===== config.mk =====
export PLATFORM = sky130hd
export DESIGN_NAME = verifier_beta_sequencer
export DESIGN_NICKNAME = d
export VERILOG_FILES = /design/src/rtl/verifier_beta_sequencer.sv
export SDC_FILE = /design/constraint.sdc
export NUM_CORES = 1
export LEC_CHECK = 0
export CAP_MARGIN = 20
export CORE_AREA = 2 2 523 525
export CTS_BUF_LIST = sky130_fd_sc_hd__clkbuf_8 sky130_fd_sc_hd__clkbuf_16
export CTS_CLUSTER_SIZE = 14
export DETAILED_ROUTE_END_ITERATION = 8
export DIE_AREA = 0 0 525 527
export GPL_TIMING_DRIVEN = 0
export MAX_ROUTING_LAYER = met4
export PLACE_DENSITY_LB_ADDON = 0.05
export SLEW_MARGIN = 10
export SYNTH_ARGS = -nofsm -noshare
export SYNTH_HDL_FRONTEND = slang
export SYNTH_SLANG_ARGS = --single-unit
export TNS_END_PERCENT = 30

===== constraint.sdc =====
create_clock -name clk -period 5.48 [get_ports clk]
set_clock_uncertainty 0.05 [all_clocks]
set_input_delay 1.096 -clock clk [delete_from_list [all_inputs] [get_ports clk]]
set_output_delay 1.096 -clock clk [all_outputs]
set_load 0.03 [all_outputs]

===== src/rtl/verifier_beta_sequencer.sv =====
// Walks one beta elem across NVARS (w,z) pairs and captures the product.
// Optional final scaling by scale_in: define VERIFIER_BETA_SEQ_SCALE_EN.
`ifndef F_NBITS
`define F_NBITS 61
`endif

module verifier_beta_sequencer #(
  parameter int NVARS = 8
) (
  input  logic                              clk,
  input  logic                              rst,
  input  logic                              start,
  input  logic [NVARS-1:0][`F_NBITS-1:0]    w_vals,
  input  logic [NVARS-1:0][`F_NBITS-1:0]    z_vals,
`ifdef VERIFIER_BETA_SEQ_SCALE_EN
  input  logic [`F_NBITS-1:0]               scale_in,
`endif
  output logic                              ready,
  output logic                              done,
  output logic [`F_NBITS-1:0]               beta_out,
  output logic                              elem_en,
  output logic                              elem_restart,
  output logic                              elem_mul_beta,
  output logic [`F_NBITS-1:0]               elem_w_val,
  output logic [`F_NBITS-1:0]               elem_z_val,
  output logic [1:0][`F_NBITS-1:0]         elem_mul_beta_in,
  input  logic                              elem_ready,
  input  logic [`F_NBITS-1:0]               elem_beta_out
);

  localparam int FW   = `F_NBITS;
  localparam int IDXW = (NVARS > 1) ? $clog2(NVARS) : 1;

  localparam logic [2:0] ST_IDLE  = 3'd0;
  localparam logic [2:0] ST_ISSUE = 3'd1;
  localparam logic [2:0] ST_WAIT  = 3'd2;
  localparam logic [2:0] ST_DONE  = 3'd3;
`ifdef VERIFIER_BETA_SEQ_SCALE_EN
  localparam logic [2:0] ST_SCALE_ISSUE = 3'd4;
  localparam logic [2:0] ST_SCALE_WAIT  = 3'd5;
`endif

  logic [2:0]      state;
  logic [IDXW-1:0] idx;
  logic            guard;
  logic            idx_last;
  logic            wait_ok;
`ifdef VERIFIER_BETA_SEQ_SCALE_EN
  logic [FW-1:0]   scale_beta;
`endif

  assign idx_last = (idx == IDXW'(NVARS - 1));
  assign ready    = (state == ST_IDLE) & elem_ready;
  // First wait cycle is skipped: elem ready may still reflect the prior op
  assign wait_ok  = ~guard & elem_ready;

  always_ff @(posedge clk) begin
    if (rst) begin
      state    <= ST_IDLE;
      idx      <= '0;
      guard    <= 1'b0;
      done     <= 1'b0;
      beta_out <= '0;
`ifdef VERIFIER_BETA_SEQ_SCALE_EN
      scale_beta <= '0;
`endif
    end else begin
      done  <= 1'b0;
      guard <= 1'b0;
      unique case (state)
        ST_IDLE: begin
          if (start && ready) begin
            idx   <= '0;
            state <= ST_ISSUE;
          end
        end
        ST_ISSUE: begin
          guard <= 1'b1;
          state <= ST_WAIT;
        end
        ST_WAIT: begin
          if (wait_ok) begin
            if (idx_last) begin
`ifdef VERIFIER_BETA_SEQ_SCALE_EN
              scale_beta <= elem_beta_out;
              state      <= ST_SCALE_ISSUE;
`else
              beta_out <= elem_beta_out;
              done     <= 1'b1;
              state    <= ST_DONE;
`endif
            end else begin
              idx   <= idx + 1'b1;
              state <= ST_ISSUE;
            end
          end
        end
`ifdef VERIFIER_BETA_SEQ_SCALE_EN
        ST_SCALE_ISSUE: begin
          guard <= 1'b1;
          state <= ST_SCALE_WAIT;
        end
        ST_SCALE_WAIT: begin
          if (wait_ok) begin
            beta_out <= elem_beta_out;
            done     <= 1'b1;
            state    <= ST_DONE;
          end
        end
`endif
        ST_DONE: begin
          state <= ST_IDLE;
        end
        default: begin
          state <= ST_IDLE;
        end
      endcase
    end
  end

  always_comb begin
    elem_en          = 1'b0;
    elem_restart     = 1'b0;
    elem_mul_beta    = 1'b0;
    elem_w_val       = '0;
    elem_z_val       = '0;
    elem_mul_beta_in = '0;
    unique case (state)
      ST_ISSUE: begin
        elem_en      = 1'b1;
        elem_restart = (idx == '0);
        elem_w_val   = w_vals[idx];
        elem_z_val   = z_vals[idx];
      end
      ST_WAIT: begin
        elem_w_val = w_vals[idx];
        elem_z_val = z_vals[idx];
      end
`ifdef VERIFIER_BETA_SEQ_SCALE_EN
      ST_SCALE_ISSUE: begin
        elem_en             = 1'b1;
        elem_mul_beta       = 1'b1;
        elem_mul_beta_in[0] = scale_beta;
        elem_mul_beta_in[1] = scale_in;
      end
      ST_SCALE_WAIT: begin
        elem_mul_beta       = 1'b1;
        elem_mul_beta_in[0] = scale_beta;
        elem_mul_beta_in[1] = scale_in;
      end
`endif
      default: begin
      end
    endcase
  end

endmodule


==> flow_summary.ini <==
[yosys]
synth_top_area_share_pct = 52.4
ys_warn_count = 0
ys_types = 27
synth-seq-cells = 68
synthCells = 891
syn_avg_cell_area_um2 = 11.8
ys_seq_area_share_pct = 13.0
ys_top_cells_by_area = mux4_2, dfxtp_1, a22o_1
yosysTopAreaCell = mux4_2
synthesis.area_um2 = 10500

[routing]
drtIter0Drc = 679
drc = 0
drt-vias-per-instance = 2.50
dr.pass1.iters = 5
routedWlPerCell_um = 31.3
wirelength_um = 186000
vias = 14831
ant_nets = 0

[clock_network]
ctsRootBufferMaster = clkbuf_16
cts_tree = yes
clock_latency_ns = 0.36
cts_setup_buffers = 0
cts-buffers-inserted = 9
cts_buffer_depth = 2
postCtsHoldBufs = 0
cts.sinks = 68
clkTransAtPathRegs_ns = 0.07
htreeDepth = 3
cts_resized = 6

[layout]
final_common_cell = clkdlybuf4s50_1
multi_input_area_um2 = 8060
regArea_um2 = 1360
post-route-util_pct = 10.4
fillers = 31169
final_nets = 3301
area_growth_pct = 170
drive_above_1_share_pct = 19.9
final_cell_mix = clkdlybuf4s50_1, mux4_2, buf_4, nand2_1, conb_1

[timing]
period_share_pct = 94.1
slew_headroom_pct = 30.5
holdWs_ns = 0.402
fmax_mhz = 194
finalCriticalPeriod_ns = 5.16
rsz0062_at_grt = no
final_max_slew_viol_count = 0
setup_viol = 0
hold_violations = 0
tightestPinTransition_ns = 1.04

[critical_path]
crit_start = state[1]
rrSetupSlack_ns = 2.62
max_stage_delay_ns = 0.87
crit_path_top_delay_cell = clkdlybuf4s50_1
cp.arrival_ns = 4.01
worstPathCellList = inv_1 > ha_1 > nor2b_1 > clkbuf_2 > buf_2 > clkbuf_1 > a22o_1 > clkdlybuf4s50_1
r2r_end = idx[1]
critPathLaunchType = flop
cp_max_fo = 10
rr_startpoint = idx[1]
r2r_cells = 8
end_kind = primary output
crit_end = elem_w_val[7]
crit_type = reg -> out
critPathRequiredTime_ns = 4.33

[power_and_ir_drop]
vdd_ir_drop_max_mv = 0.153
p_per_area_nw_per_um2 = 193
total_power_uw = 5480
leakage_uw = 0.00883

[place]
port_buffers = 1226
gp_congestion = 0.889
dp_hpwl_um = 172000

[floorplan]
core-area_um2 = 272000
die_h_um = 527
num_rows = 192
dieArea_um2 = 277000
io_pins = 1351
initial_core_util_pct = 3.86
die_w_um = 525

[grt]
track_usage_pct = 13.3
grt_pass1_vias = 15671
antenna_found_initial = 231
grt_max_degree = 13
gr-total-overflow = 0
grt_first_pass_wirelength_um = 223000

[hold_path]
hold_class = reg -> reg

[run]
cap_violations = 0

[outcome]
outcome = completed
==> logic make-up (layout without fill, tap and decap cells) <==
group | after synthesis | count (layout) | synth area share [%]
mux | 246 | 246 | 52.6
buf+inv | 232 | 1477 | 14.5
compound gates | 189 | 189 | 13.4
simple gates | 148 | 148 | 5.58
flops | 68 | 68 | 13.0
fa+ha+maj | 7 | 7 | 0.835
other cells | 1 | 209 | 0.0357
==> layer usage <==
layer	wire [µm]	vias up	global-route usage [%]
li1	-	6263	-
met4	1550	0	0.816
met3	19200	173	5.04
met5	0	-	-
met2	95400	1081	23.8
met1	69600	7314	14.4
==> flip-flops by register name, summed over array words and instances, names as in the netlist <==
name / count
done: 1
guard: 1
idx: 3
state: 2
beta_out: 61
==> metrics by stage <==
stage          std cells  cell area, µm²  setup WS, ns  TNS, ns
2_1_floorplan       1013           10900          2.45        0
6_report            5933           28300         0.322        0
4_1_cts             5847           28100        0.0260        0
5_1_grt             5925           28300       0.00239        0
3_5_place_dp        5831           27800        -0.295    -1.56
3_3_place_gp        5828           27700         -1.13   -59.37
==> cell usage after synthesis, drive strengths merged <==
cell type  count
mux4         244
buf          182
and2           2
clkbuf        46
mux2           1
mux2i          1
nand4b         1
nand2b         2
nand3b         1
nand3          1
o21ai          1
dfxtp         68
a311oi         1
a22o         122
conb           1
a22oi          1
nand2        130
ha             7
inv            4
or2            2
nor2           7
a21oi         64
nor2b          2
==> critical path: cells and delay by family (launching register included) <==
family | cells | cell delay, ns
DFF | 1 | 0.40
AOI/OAI and AO/OA | 1 | 0.24
buffers and inverters | 5 | 2.47
adders and majority gates | 1 | 0.32
and+or+nand+nor | 1 | 0.16
==> layout make-up <==
type / count / share of cell area [%]
inverter: 4 / 0.0530
tap: 3589 / 15.9
clock buffer: 10 / 0.844
clock inverter: 6 / 0.225
multi-input combinational: 713 / 28.5
timing repair buffer: 1229 / 43.6
antenna: 86 / 0.760
buffer: 228 / 5.40
sequential: 68 / 4.81
==> worst min path at each step <==
| stage | cells after the start | startpoint | slack, ns | to |
|---|---|---|---|---|
| finish | 2 | beta_out[43] | 0.40 | beta_out[43] |
| global placement | 2 | beta_out[17] | 0.39 | beta_out[17] |
| global route | 2 | beta_out[0] | 0.43 | beta_out[0] |
| floorplan | 2 | idx[2] | 0.42 | idx[2] |
| CTS | 2 | beta_out[43] | 0.41 | beta_out[43] |
| detailed placement | 2 | beta_out[43] | 0.40 | beta_out[43] |
==> power by group <==
group          switching [µW]  leakage, µW  internal [µW]
Sequential               7.86     0.000548            502
Combinational            2400      0.00814           1920
Clock                     278     0.000145            365
Power figures use the tool's default switching activity.
